[src/rtl/router_pkg.sv]
// rtl/router_pkg.sv - shared types and constants for the packet router controller
//
// Purpose: FSM state encoding, port count, reserved address and soft-reset
//          timeout shared by router_ctrl and router_sreset_timer.
// Ports:   none (package).

package router_pkg;

  localparam int         NUM_PORTS         = 3;
  localparam logic [1:0] ADDR_INVALID      = 2'b11;
  localparam int         SOFT_RESET_CYCLES = 30;
  localparam int         SRST_CNT_W        = $clog2(SOFT_RESET_CYCLES);

  typedef enum logic [2:0] {
    IDLE         = 3'd0,
    WAIT_EMPTY   = 3'd1,
    LOAD_HDR     = 3'd2,
    LOAD_DATA    = 3'd3,
    DRAIN        = 3'd4,
    CHECK_PARITY = 3'd5
  } state_t;

  // One-hot select for a destination; the reserved address maps to no port.
  function automatic logic [NUM_PORTS-1:0] port_sel(input logic [1:0] dest);
    logic [NUM_PORTS-1:0] one;
    one = {{(NUM_PORTS-1){1'b0}}, 1'b1};
    port_sel = (dest == ADDR_INVALID) ? '0 : (one << dest);
  endfunction

endpackage

[src/rtl/router_sreset_timer.sv]
// rtl/router_sreset_timer.sv - per-port stale-data timer that pulses a FIFO flush
//
// Purpose: counts consecutive cycles in which the port holds data that nobody
//          reads; after SOFT_RESET_CYCLES such cycles it pulses soft_reset_o for
//          one cycle (registered) and starts counting afresh.
// Ports:   clock, resetn     - clock, synchronous active-low reset
//          fifo_empty_i      - this port's FIFO is empty
//          read_enb_i        - this port's destination read strobe
//          soft_reset_o      - one-cycle flush pulse

module router_sreset_timer
  import router_pkg::*;
(
  input  logic clock,
  input  logic resetn,
  input  logic fifo_empty_i,
  input  logic read_enb_i,
  output logic soft_reset_o
);

  logic [SRST_CNT_W-1:0] cnt_q, cnt_d;
  logic                  pulse_q, pulse_d;
  logic                  counting;

  always_comb begin
    cnt_d    = cnt_q;
    pulse_d  = 1'b0;
    counting = !fifo_empty_i && !read_enb_i;
    if (!counting) begin
      cnt_d = '0;
    end else if (cnt_q == SRST_CNT_W'(SOFT_RESET_CYCLES - 1)) begin
      // This is the last counted cycle: flush next cycle, restart the count.
      cnt_d   = '0;
      pulse_d = 1'b1;
    end else begin
      cnt_d = cnt_q + SRST_CNT_W'(1);
    end
  end

  always_ff @(posedge clock) begin
    if (!resetn) begin
      cnt_q   <= '0;
      pulse_q <= 1'b0;
    end else begin
      cnt_q   <= cnt_d;
      pulse_q <= pulse_d;
    end
  end

  assign soft_reset_o = pulse_q;

endmodule

[src/rtl/router_ctrl.sv]
// rtl/router_ctrl.sv - packet router controller: header decode, FIFO writes, parity check
//
// Purpose: accepts a byte stream (header, payload, parity), steers it into one
//          of three destination FIFOs through a one-byte hold register, checks
//          the XOR parity and flushes ports whose data goes unread.
// Ports:   clock, resetn           - clock, synchronous active-low reset
//          pkt_valid, data_in      - source byte stream (taken when !busy)
//          fifo_full, fifo_empty   - per-port FIFO status
//          read_enb                - per-port destination read strobe
//          write_enb, fifo_data    - per-port FIFO write and the byte written
//          lfd_state               - marks the cycle before the header write
//          busy                    - source stall
//          err                     - one-cycle parity error pulse
//          vld_out                 - per-port data available
//          soft_reset              - per-port FIFO flush pulse

module router_ctrl
  import router_pkg::*;
(
  input  logic                 clock,
  input  logic                 resetn,
  input  logic                 pkt_valid,
  input  logic [7:0]           data_in,
  input  logic [NUM_PORTS-1:0] fifo_full,
  input  logic [NUM_PORTS-1:0] fifo_empty,
  input  logic [NUM_PORTS-1:0] read_enb,
  output logic [NUM_PORTS-1:0] write_enb,
  output logic [7:0]           fifo_data,
  output logic                 lfd_state,
  output logic                 busy,
  output logic                 err,
  output logic [NUM_PORTS-1:0] vld_out,
  output logic [NUM_PORTS-1:0] soft_reset
);

  state_t     state_q, state_d;
  logic [1:0] dest_q, dest_d;
  logic [5:0] remain_q, remain_d;
  logic [7:0] hold_q, hold_d;
  logic       hold_vld_q, hold_vld_d;
  logic [7:0] acc_q, acc_d;
  logic [7:0] rx_par_q, rx_par_d;
  logic       err_q, err_d;

  logic                 accept;
  logic                 wr;
  logic [NUM_PORTS-1:0] dest_sel;
  logic                 dest_full;
  logic                 dest_empty;
  logic                 dest_srst;
  logic                 hdr_empty;

  assign dest_sel   = port_sel(dest_q);
  assign dest_full  = |(fifo_full & dest_sel);
  assign dest_empty = |(fifo_empty & dest_sel);
  assign dest_srst  = |(soft_reset & dest_sel);
  assign hdr_empty  = |(fifo_empty & port_sel(data_in[1:0]));

  for (genvar i = 0; i < NUM_PORTS; i++) begin : g_timer
    router_sreset_timer u_timer (
      .clock        (clock),
      .resetn       (resetn),
      .fifo_empty_i (fifo_empty[i]),
      .read_enb_i   (read_enb[i]),
      .soft_reset_o (soft_reset[i])
    );
  end

  always_comb begin
    state_d    = state_q;
    dest_d     = dest_q;
    remain_d   = remain_q;
    hold_d     = hold_q;
    hold_vld_d = hold_vld_q;
    acc_d      = acc_q;
    rx_par_d   = rx_par_q;
    err_d      = 1'b0;
    busy       = 1'b0;
    accept     = 1'b0;
    wr         = 1'b0;
    write_enb  = '0;

    case (state_q)
      IDLE: begin
        accept = pkt_valid;
        // Headers to the reserved address are swallowed without a trace.
        if (accept && (data_in[1:0] != ADDR_INVALID)) begin
          dest_d     = data_in[1:0];
          remain_d   = data_in[7:2];
          hold_d     = data_in;
          hold_vld_d = 1'b1;
          acc_d      = data_in;
          state_d    = hdr_empty ? LOAD_HDR : WAIT_EMPTY;
        end
      end

      WAIT_EMPTY: begin
        busy = 1'b1;
        if (dest_empty) begin
          state_d = LOAD_HDR;
        end
      end

      LOAD_HDR: begin
        busy    = 1'b1;
        state_d = LOAD_DATA;
      end

      LOAD_DATA: begin
        wr     = hold_vld_q && !dest_full;
        busy   = hold_vld_q && dest_full;
        accept = pkt_valid && !busy;
        if (wr) begin
          hold_vld_d = 1'b0;
        end
        // Accept overrides the drain above, so a write+accept in the same
        // cycle simply swaps in the new byte.
        if (accept) begin
          hold_d     = data_in;
          hold_vld_d = 1'b1;
          if (remain_q == '0) begin
            rx_par_d = data_in;
            state_d  = DRAIN;
          end else begin
            acc_d    = acc_q ^ data_in;
            remain_d = remain_q - 6'd1;
          end
        end
      end

      DRAIN: begin
        busy = 1'b1;
        wr   = hold_vld_q && !dest_full;
        if (wr) begin
          hold_vld_d = 1'b0;
          // Registered so the pulse lines up with the CHECK_PARITY cycle.
          err_d      = (acc_q != rx_par_q);
          state_d    = CHECK_PARITY;
        end
      end

      CHECK_PARITY: begin
        busy    = 1'b1;
        state_d = IDLE;
      end

      default: begin
        state_d = IDLE;
      end
    endcase

    if (wr) begin
      write_enb = dest_sel;
    end

    // A flush of our destination invalidates whatever is in flight.
    if ((state_q != IDLE) && dest_srst) begin
      state_d    = IDLE;
      hold_vld_d = 1'b0;
      err_d      = 1'b0;
    end
  end

  always_ff @(posedge clock) begin
    if (!resetn) begin
      state_q    <= IDLE;
      dest_q     <= '0;
      remain_q   <= '0;
      hold_q     <= '0;
      hold_vld_q <= 1'b0;
      acc_q      <= '0;
      rx_par_q   <= '0;
      err_q      <= 1'b0;
    end else begin
      state_q    <= state_d;
      dest_q     <= dest_d;
      remain_q   <= remain_d;
      hold_q     <= hold_d;
      hold_vld_q <= hold_vld_d;
      acc_q      <= acc_d;
      rx_par_q   <= rx_par_d;
      err_q      <= err_d;
    end
  end

  assign fifo_data = hold_q;
  assign lfd_state = (state_q == LOAD_HDR);
  assign err       = err_q;
  assign vld_out   = ~fifo_empty;

endmodule
[config.mk]
export PLATFORM = sky130hd
export DESIGN_NAME = router_ctrl
export DESIGN_NICKNAME = d
export VERILOG_FILES = /design/src/rtl/router_pkg.sv /design/src/rtl/router_sreset_timer.sv /design/src/rtl/router_ctrl.sv
export SDC_FILE = /design/constraint.sdc
export NUM_CORES = 1
export LEC_CHECK = 0
export BUFFER_PORTS_ARGS = -buffer_cell sky130_fd_sc_hd__buf_2
export CORE_AREA = 5 5 79 81
export CTS_BUF_LIST = sky130_fd_sc_hd__clkbuf_4
export DETAILED_ROUTE_END_ITERATION = 12
export DIE_AREA = 0 0 84 86
export PLACE_DENSITY = 0.76
export REMOVE_ABC_BUFFERS = 1
export SLEW_MARGIN = 40
export SYNTH_ARGS = -nofsm -noshare
export SYNTH_HDL_FRONTEND = slang
export SYNTH_SLANG_ARGS = --single-unit
[constraint.sdc]
create_clock -name clock -period 1.58 [get_ports clock]
set_input_delay 0.237 -clock clock [delete_from_list [all_inputs] [get_ports clock]]
set_output_delay 0.237 -clock clock [all_outputs]
set_load 0.01 [all_outputs]
# --- After elaboration in Yosys (flattened, before gate mapping) ---
# Cells that the tools add are included.
op_classes:
  add_sub_neg: 4
  order_cmp: 0
  bitwise_logic: 12
  n_eq_ne: 18
  n_reduce_logical: 41
  shift: 2
  multipliers: 0
  muxes: 29
  div: 0
op_table:
  columns: ["operator", "n"]
  rows:
  - ["8-bit 2-to-1 mux", 4]
  - ["8-bit one-hot mux with 2 select lines", 2]
  - ["3-bit 2-to-1 mux", 8]
  - ["3-bit OR reduction", 7]
  - ["6-bit 2-to-1 mux", 3]
  - ["5-bit by 1-bit adder with 5-bit output (second input constant)", 3]
  - ["5-bit equality test (second input constant)", 3]
  - ["3-bit one-hot mux with 5 select lines", 1]
  - ["2-bit inequality test (second input constant)", 7]
  - ["3-bit bitwise AND", 4]
  - ["6-bit one-hot mux with 2 select lines", 1]
  - ["2-bit AND reduction", 5]
  - ["1-bit logical AND", 8]
  - ["1-bit logical NOT", 8]
  - ["8-bit inequality test", 1]
  - ["4-bit OR reduction", 2]
  - ["8-bit XOR", 1]
  - ["1-bit 2-to-1 mux", 7]
  - ["3-bit by 2-bit equality test with 1-bit output (second input constant)", 2]
  - ["3-bit equality test (second input constant)", 2]
  - ["6-bit logical NOT", 1]
  - ["1-bit inverter", 6]
  - ["3-bit AND reduction", 2]
  - ["3-bit nonzero test", 2]
  - ["13 further kinds", 16]
totals:
  reg_bits: 55
  in_bits: 20
  mem_count: 0
  out_inout_bits: 20
  latchBits: 0
  romBits: 0
  mem_bits_rw: 0

# --- Longest topological paths before layout ---
# Gate-level depths: netlist of the first run.
depth:
  ltp_word: 9
  ltp_mapped: 7
  mapped_depth_nobuf: 6

# --- Modules after synthesis ---
# A second synthesis of the first run with hierarchy kept.
hier_totals:
  hier_cells: 337
  hier_area_um2: 2910.3
modules_own_cells:
  columns: ["mod", "n_inst", "cells_each", "seq_area_each_um2", "area_each_um2"]
  rows:
  - ["router_ctrl", 1, 265, 740.7, 2215.9]
  - ["router_sreset_timer", 3, 24, 120.1, 231.5]

# --- Worst setup path before layout of the first run ---
# No wires, ideal clock.
synth_timing:
  kind: "reg-to-output"
  from: "reg state_q[1]"
  to: "out write_enb[1]"
  stages_incl_launch_ff: 5
  t_required_ns: 1.343
  setup_slack_ns: -0.162
  arrival_time_ns: 1.505
  cell_sequence: "dfxtp_1 -> buf_2 -> or3b_2 -> a21o_1 -> nor3b_1"
synth_between:
  elab_chain_len: 4
synth_rtl:
  columns: ["element", "line", "rtl"]
  rows:
  - ["start: declaration", "router_ctrl.sv:36", "state_t state_q, state_d;"]
  - ["start signal: assignment", "router_ctrl.sv:175", "state_q <= state_d;"]
  - ["3-bit equality test or 3-bit by 2-bit equality test with 1-bit output (tied branches)", "router_ctrl.sv:83", "case (state_q)"]
  - ["2-bit OR reduction (no source line) (*)", null, null]
  - ["1-bit 2-to-1 mux (*)", null, null]
  - ["3-bit 2-to-1 mux (*)", "router_ctrl.sv:152", "if (wr) begin"]
  - ["end: declaration", "router_ctrl.sv:27", "output logic [NUM_PORTS-1:0] write_enb,"]
# Every way passes the cells marked *; elsewhere a longest branch is shown, timed or not.

# --- Worst setup path in the final report of the first run ---
layout_timing:
  from: "reg dest_q[0]"
  to: "out write_enb[1]"
layout_between:
  elab_chain_len: 8
layout_rtl:
  columns: ["element", "line", "rtl"]
  rows:
  - ["start: declaration", "router_ctrl.sv:37", "logic [1:0] dest_q, dest_d;"]
  - ["start signal: assignment", "router_ctrl.sv:176", "dest_q <= dest_d;"]
  - ["2-bit equality test or 1-bit by 2-bit << shifter with 3-bit output (tied branches)", "router_pkg.sv:27", "port_sel = (dest == ADDR_INVALID) ? '0 : (one << dest);"]
  - ["3-bit 2-to-1 mux (*)", "router_pkg.sv:27", null]
  - ["3-bit bitwise AND", "router_ctrl.sv:54", "assign dest_full = |(fifo_full & dest_sel);"]
  - ["3-bit OR reduction", "router_ctrl.sv:54", null]
  - ["1-bit logical NOT", "router_ctrl.sv:110, router_ctrl.sv:133", null]
  - ["1-bit logical AND", "router_ctrl.sv:110, router_ctrl.sv:133", null]
  - ["1-bit 2-to-1 mux", null, null]
  - ["3-bit 2-to-1 mux (*)", "router_ctrl.sv:152", null]
# Marked as above.

==> reports/qor.yml, run 1 <==
cell_type_with_the_largest_total_area_after_synthesis: "sky130_fd_sc_hd__dfxtp_1"
die_height_um: 86
post_synth_mux_area_share: 0.07323
fp.dieArea_um2: 7224
final-instance-count-excl-fill: 468
worst-slew-pin-transition_ns: 0.3844
yosys.cell_types.count: 51
die_x_um: 84
synth_flop_cell: "sky130_fd_sc_hd__dfxtp_1"
max_slew_vio_count: 0
rsz_0062_raised_after_global_routing: "true"
power_density_nw_per_um2: 1023
pin_count: 40
cp.required_ns: 1.34
netlist_top_cells_area: "sky130_fd_sc_hd__dfxtp_1 (40%), sky130_fd_sc_hd__mux2i_1 (6.8%), sky130_fd_sc_hd__nor2_1 (6.7%)"
synth-simple-area-share: 0.1981
total_leakage_power_nw: 1.436
routabilityCongestion: 0.9279
initial_antenna_violation_count: 0
timing.critical_path.from_type: "flop"
fin_util: 0.6632
grtUsageMet3: 0.03650
remaining_drc_errors: 0
wirelength_mm: 6.981
endpoint_kind: "output port"
maxClockFrequency_mhz: 498.2
antenna_violating_nets_post_route: 0
final_critical_path_setup_slack_ns: -0.4272
netlist.area_leader.share: 0.3953
period_needed_ns: 2.007
run_status: "finished, violations left"
timing.setup.tns_ns: -10.55
grt.busiest_layer: "met2"
vdd_ir_drop_max_mv: 0.7125
met1_capacity_usage_during_global_routing: 0.2424
design.core.area_um2: 5405
start_util: 0.5153
finalInstanceArea_um2: 3585
cts.path.max_buffers: 2
mostFrequentLayoutCell: "sky130_fd_sc_hd__dfxtp_1"
drive_gt1_frac: 0.3232
synth.ff_latch_count: 55
layout.cells.most_common_list: "sky130_fd_sc_hd__dfxtp_1 (51), sky130_fd_sc_hd__nor2_1 (50), sky130_fd_sc_hd__buf_2 (39)"
timing.final.crit_share: 1.270
place_hpwl_mm: 4.732
report.final.setup_viol: 37
detail_route.iter0.violations: 172
synthesis.yosys.warnings: 0
worstSkewPairLatency_ns: 0.38
row_count: 27
seq_area_frac_synth: 0.3953
cts_root_buffer: "sky130_fd_sc_hd__clkbuf_4"
worstPathArrival_ns: 1.77
detailedPlace.worstSlack_ns: -0.1660
dp.cells: 447
compound_gate_fraction_of_synth_area: 0.1851
nFillCells: 424
timing_hold_violations_final: 0
number_of_enable_type_register_cells_in_the_synthesized_netlist: 0
cts-buffers-inserted: 5
critPathMaxFanout: 3
ys_async_sr_fraction: 0
hold_ws_ns: 0.02457
dpl_cell_area_um2: 3196
antenna-diode-count: 0
combinational_family_with_the_most_area_after_synthesis: "simple AND/OR/NAND/NOR gates"
cell_count_after_synthesis: 322
all_layer_gr_usage: 0.1962
vias_per_cell: 5.515
drt_pass1_iterations: 4
via_count_of_the_first_global_routing_pass: 2536
wl_per_cell_um: 14.92
type_of_the_worst_setup_path: "flop to output port"
port_buffers: 39
grt_remaining_overflow: 0
synthToLayoutAreaGrowth_pct: 28.71
synthAdderAreaFrac: 0.03594
worst_clock_skew_ns: 0.01777
power.total_mw: 3.668
grt_start_max_net_pins: 25
clkSlewWorstSetupHoldPaths_ns: 0.16
mappedNetlistArea_um2: 2785
global_route_wire_length_before_repair_mm: 11.65
vias: 2581
synth_area_per_cell_um2: 8.650
violations: "negative setup slack"
hp-class: "input pin to flop"
cts-htree-levels: 2
cts-hold-fix-buffers: 0
synth_xor_xnor_area_share: 0.05346
clock_sinks: 55
layout.nets: 423
relSlewSlack: 0.7404
met2_usage: 0.3319
timing.max_cap.violations: 0
cts_tree: "yes"
-- power by group --
group / switching, mW / internal (mW) / total, mW
sequential: 0.0868 / 1.49 / 1.57
clock: 0.454 / 0.492 / 0.946
combinational: 0.607 / 0.541 / 1.15
-- path summary, 6_finish.rpt --
path                                                end                                   start  slack, ns  cells past startpoint
min          g_timer[2].u_timer.soft_reset_o$_SDFF_PN0_                             read_enb[2]       0.02                      2
min reg2reg      g_timer[0].u_timer.cnt_q[0]$_SDFF_PP0_  g_timer[0].u_timer.cnt_q[0]$_SDFF_PP0_       0.48                      1
max reg2reg                       acc_q[6]$_SDFFE_PN0P_                  dest_q[0]$_SDFFE_PN0P_      -0.37                      9
max                                        write_enb[1]                  dest_q[0]$_SDFFE_PN0P_      -0.43                      6
-- cell families (layout without fill, tap and decap cells) --
family | count (synthesis) | in the layout
buf+inv | 31 | 104
fa+ha+maj | 8 | 8
flops | 55 | 55
simple gates | 120 | 120
xor+xnor | 17 | 17
compound gates | 71 | 72
mux | 20 | 20
-- cell usage after synthesis (2+ instances only) --
cell type / count
sky130_fd_sc_hd__nand3_1: 9
sky130_fd_sc_hd__buf_4: 5
sky130_fd_sc_hd__o21ai_0: 10
sky130_fd_sc_hd__o31ai_1: 2
sky130_fd_sc_hd__clkbuf_1: 5
sky130_fd_sc_hd__nor4_1: 3
sky130_fd_sc_hd__dfxtp_1: 55
sky130_fd_sc_hd__ha_1: 8
sky130_fd_sc_hd__inv_1: 12
sky130_fd_sc_hd__a211oi_1: 2
sky130_fd_sc_hd__a21boi_0: 3
sky130_fd_sc_hd__o21ai_1: 8
sky130_fd_sc_hd__buf_6: 3
sky130_fd_sc_hd__nor2b_1: 5
sky130_fd_sc_hd__nand3b_1: 3
sky130_fd_sc_hd__nor3b_1: 2
sky130_fd_sc_hd__o211ai_1: 9
sky130_fd_sc_hd__nand2_1: 26
sky130_fd_sc_hd__xnor2_1: 11
sky130_fd_sc_hd__buf_2: 5
sky130_fd_sc_hd__and2_1: 2
sky130_fd_sc_hd__nor3_1: 8
sky130_fd_sc_hd__nor2_1: 50
sky130_fd_sc_hd__mux2i_1: 19
sky130_fd_sc_hd__a21boi_1: 5
sky130_fd_sc_hd__nand4_1: 5
sky130_fd_sc_hd__a21oi_1: 18
sky130_fd_sc_hd__xor2_1: 6
-- what timing repair did --
action	CTS	global route
endpoints found under the setup margin	38	40
pin swaps	12	10
resized for setup	32	21
buffers inserted	9	3
endpoints found under the hold margin	0	0
gates cloned	1	0
-- per-layer routing --
layer	wire length (um)	up-vias
li1	-	1267
met1	3011	1217
met2	3353	76
met3	393	21
met4	222	0
met5	0	-
-- sequential cells by signal, indices dropped and copies added, names as in the netlist --
register	flops
rx_par_q	8
hold_vld_q	1
remain_q	6
g_timer.u_timer.cnt_q	15
state_q	3
dest_q	2
g_timer.u_timer.soft_reset_o	3
fifo_data	8
err	1
acc_q	8
-- worst max-delay path: stages (launching register included) --
cell,delay (ns)
sky130_fd_sc_hd__dfxtp_4,0.41
sky130_fd_sc_hd__mux2i_4,0.24
sky130_fd_sc_hd__o21a_1,0.18
sky130_fd_sc_hd__nand2_2,0.07
sky130_fd_sc_hd__a21o_1,0.19
sky130_fd_sc_hd__nor3b_2,0.16
sky130_fd_sc_hd__buf_2,0.15
-- area by class of cell --
type / count / area [um2] / share of cell area
Clock buffer: 5 / 37.54 / 0.01047
Clock inverter: 3 / 67.56 / 0.01885
Inverter: 13 / 53.80 / 0.01501
Multi-Input combinational cell: 237 / 1645 / 0.4590
Sequential cell: 55 / 1111 / 0.3099
Tap cell: 72 / 90.09 / 0.02513
Timing Repair Buffer: 83 / 579.3 / 0.1616
Note: power is estimated with default switching activity, not from simulation.
==> inputs of run 2 (changes only) <==
CORE_AREA = 5 5 81 83   (was 5 5 79 81)
DIE_AREA = 0 0 86 88   (was 0 0 84 86)
PLACE_DENSITY = 0.73   (was 0.76)
RECOVER_POWER = 50   (was unset)
==> run 2 against run 1 <==
Compared with the run above: the run still ends with negative setup slack left; clock power is 37% lower; first-iteration DRC count increased by 0.58%; via count shrank 2.8%; routed wire length fell by 3.9%; setup slack gained 0.038 ns; clock skew down 0.0045 ns; sequential power is essentially flat; combinational power barely moved; sequential cell count unchanged; fmax is 1.9% higher; global-route usage shrank 1.2 points; total power fell by 8.9%; largest cell class unchanged; highest routed layer unchanged.
==> reports/qor.yml, run 2 (synthesis results as in run 1) <==
hp-class: "input pin to flop"  # unchanged
drt_pass1_iterations: 4  # unchanged
fp.dieArea_um2: 7568  # was 7224 um2
drive_gt1_frac: 0.3208  # was 0.3232
cts-buffers-inserted: 5  # unchanged
layout.nets: 426  # was 423
type_of_the_worst_setup_path: "flop to output port"  # unchanged
maxClockFrequency_mhz: 507.7  # was 498.2 MHz
critical_path.reg2reg.endpoint: "rx_par_q[0]$_SDFFE_PN0P_"  # was acc_q[6]$_SDFFE_PN0P_
critPathMaxFanout: 3  # unchanged
all_layer_gr_usage: 0.1838  # was 0.1962
initial_antenna_violation_count: 0  # unchanged
period_needed_ns: 1.970  # was 2.007 ns
worstPathArrival_ns: 1.73  # was 1.77 ns
antenna-diode-count: 0  # unchanged
synthToLayoutAreaGrowth_pct: 29.69  # was 28.71%
clkSlewWorstSetupHoldPaths_ns: 0.16  # about the same
ff2ff_setup_slack_ns: -0.30  # was -0.37 ns
timing.critical_path.from_type: "flop"  # unchanged
endpoint_kind: "output port"  # unchanged
wl_per_cell_um: 14.15  # was 14.92 um
worstRegToRegCells: 9  # unchanged
design.core.area_um2: 5781  # was 5405 um2
pin_count: 40  # unchanged
relSlewSlack: 0.7385  # was 0.7404
timing.setup.tns_ns: -7.862  # was -10.55 ns
timing.max_cap.violations: 0  # unchanged
cts-hold-fix-buffers: 0  # unchanged
critical_path.reg2reg.startpoint: "dest_q[0]$_SDFFE_PN0P_"  # unchanged
top_register: "g_timer.u_timer.cnt_q"  # unchanged
mostFrequentLayoutCell: "sky130_fd_sc_hd__dfxtp_1"  # unchanged
layout.cells.most_common_list: "sky130_fd_sc_hd__dfxtp_1 (51), sky130_fd_sc_hd__nor2_1 (49), sky130_fd_sc_hd__buf_2 (34)"  # was sky130_fd_sc_hd__dfxtp_1 (51), sky130_fd_sc_hd__nor2_1 (50), sky130_fd_sc_hd__buf_2 (39)
run_status: "finished, violations left"  # unchanged
max_slew_vio_count: 0  # unchanged
port_buffers: 39  # unchanged
grt_start_max_net_pins: 22  # was 25
grt_remaining_overflow: 0  # unchanged
violations: "negative setup slack"  # unchanged
worst-slew-pin-transition_ns: 0.3887  # was 0.3844 ns
vdd_ir_drop_max_mv: 0.5108  # was 0.7125 mV
remaining_drc_errors: 0  # unchanged
final_critical_path_setup_slack_ns: -0.3897  # was -0.4272 ns
cts.path.max_buffers: 2  # unchanged
rsz_0062_raised_after_global_routing: "true"  # unchanged
vias: 2510  # was 2,581
detail_route.iter0.violations: 173  # was 172
clock_sinks: 55  # unchanged
cp-startpoint: "dest_q[0]$_SDFFE_PN0P_"  # unchanged
number_of_flip_flops_under_the_largest_register_name: 15  # unchanged
vias_per_cell: 5.295  # was 5.515
cp.required_ns: 1.34  # about the same
row_count: 28  # was 27
antenna_violating_nets_post_route: 0  # unchanged
timing_hold_violations_final: 0  # unchanged
global_route_wire_length_before_repair_mm: 11.12  # was 11.65 mm
worst_clock_skew_ns: 0.01328  # was 0.01777 ns
cts_tree: "yes"  # unchanged
worstSkewPairLatency_ns: 0.37  # was 0.38 ns
power_density_nw_per_um2: 925.1  # was 1023 nW/um2
power.total_mw: 3.341  # was 3.668 mW
cts-htree-levels: 2  # unchanged
nFillCells: 469  # was 424
via_count_of_the_first_global_routing_pass: 2414  # was 2,536
start_util: 0.4818  # was 0.5153
routabilityCongestion: 0.8446  # was 0.9279
total_leakage_power_nw: 1.429  # was 1.436 nW
timing.final.crit_share: 1.247  # was 1.270
die_height_um: 88  # was 86 um
fin_util: 0.6249  # was 0.6632
die_x_um: 86  # was 84 um
place_hpwl_mm: 4.643  # was 4.732 mm
wirelength_mm: 6.707  # was 6.981 mm
crit_end: "write_enb[1]"  # unchanged
report.final.setup_viol: 36  # was 37
cts_root_buffer: "sky130_fd_sc_hd__clkbuf_4"  # unchanged
-- run 2: changes by cell type in the layout (fill, tap and decap cells not counted), sizes merged --
cell / before / now
clkinv: 1 / 3
clkbuf: 5 / 10
bufinv: 2 / 0
buf: 83 / 81
-- run 2: stage by stage --
step,std cells,instance area [um2],hold WS (ns),setup WS (ns)
after floorplan,304,2670,0.3140,-1.061
after global placement,448,3197,0.4343,-0.1354
after global routing,474,3612,0.01097,-0.4884
after CTS,470,3486,0.02203,-0.3832
final,474,3612,0.02965,-0.3897
after detailed placement,448,3197,0.4378,-0.1558
-- run 2: worst max-delay path, cell delays in order (launching register included) --
cell and delay [ns]:
sky130_fd_sc_hd__dfxtp_2 0.39, sky130_fd_sc_hd__mux2i_2 0.24, sky130_fd_sc_hd__o21a_1 0.18, sky130_fd_sc_hd__nand2_2 0.06, sky130_fd_sc_hd__a21o_1 0.20, sky130_fd_sc_hd__nor3b_2 0.15, sky130_fd_sc_hd__buf_2 0.14
-- run 2: cell type report --
cell class	count	area [um2]	share of cell area
inverters	13	48.80	0.01351
well taps	75	93.84	0.02598
flip-flops and latches	55	1109	0.3069
multi-input cells	237	1659	0.4593
repair buffers	86	649.4	0.1798
clock buffers	5	37.54	0.01039
clock inverters	3	15.01	0.004157
-- run 2: metal layers --
layer,wire (um),vias up,GRT usage
met4,134,0,0.06331
met3,258,16,0.03669
met1,3037,1173,0.2377
met2,3276,47,0.3062
li1,-,1274,-
met5,0,-,0
-- run 2: how the worst min path moves through the flow --
stage,startpoint,end,slack [ns],cells after the start
floorplan,fifo_empty[2],g_timer[2].u_timer.soft_reset_o$_SDFF_PN0_,0.31,1
global placement,read_enb[2],g_timer[2].u_timer.soft_reset_o$_SDFF_PN0_,0.43,2
detailed placement,read_enb[2],g_timer[2].u_timer.soft_reset_o$_SDFF_PN0_,0.44,2
CTS,read_enb[2],g_timer[2].u_timer.soft_reset_o$_SDFF_PN0_,0.02,2
global route,read_enb[2],g_timer[2].u_timer.soft_reset_o$_SDFF_PN0_,0.01,2
finish,read_enb[2],g_timer[2].u_timer.soft_reset_o$_SDFF_PN0_,0.03,2
-- run 2: power by group --
part / internal, mW / leakage [nW] / total, mW / switching [mW]
logic: 0.570 / 0.953 / 1.18 / 0.612
clock network: 0.164 / 0.0263 / 0.593 / 0.428
registers: 1.48 / 0.449 / 1.57 / 0.0819
total: 2.22 / 1.43 / 3.34 / 1.12
-- run 2: timing repair --
item | 4_1_cts | 5_1_grt
endpoints found under the hold margin | 0 | 0
endpoints found under the setup margin | 38 | 39
setup buffers | 15 | 5
pin swaps | 20 | 11
cloned | 1 | 0
resized for setup | 31 | 22
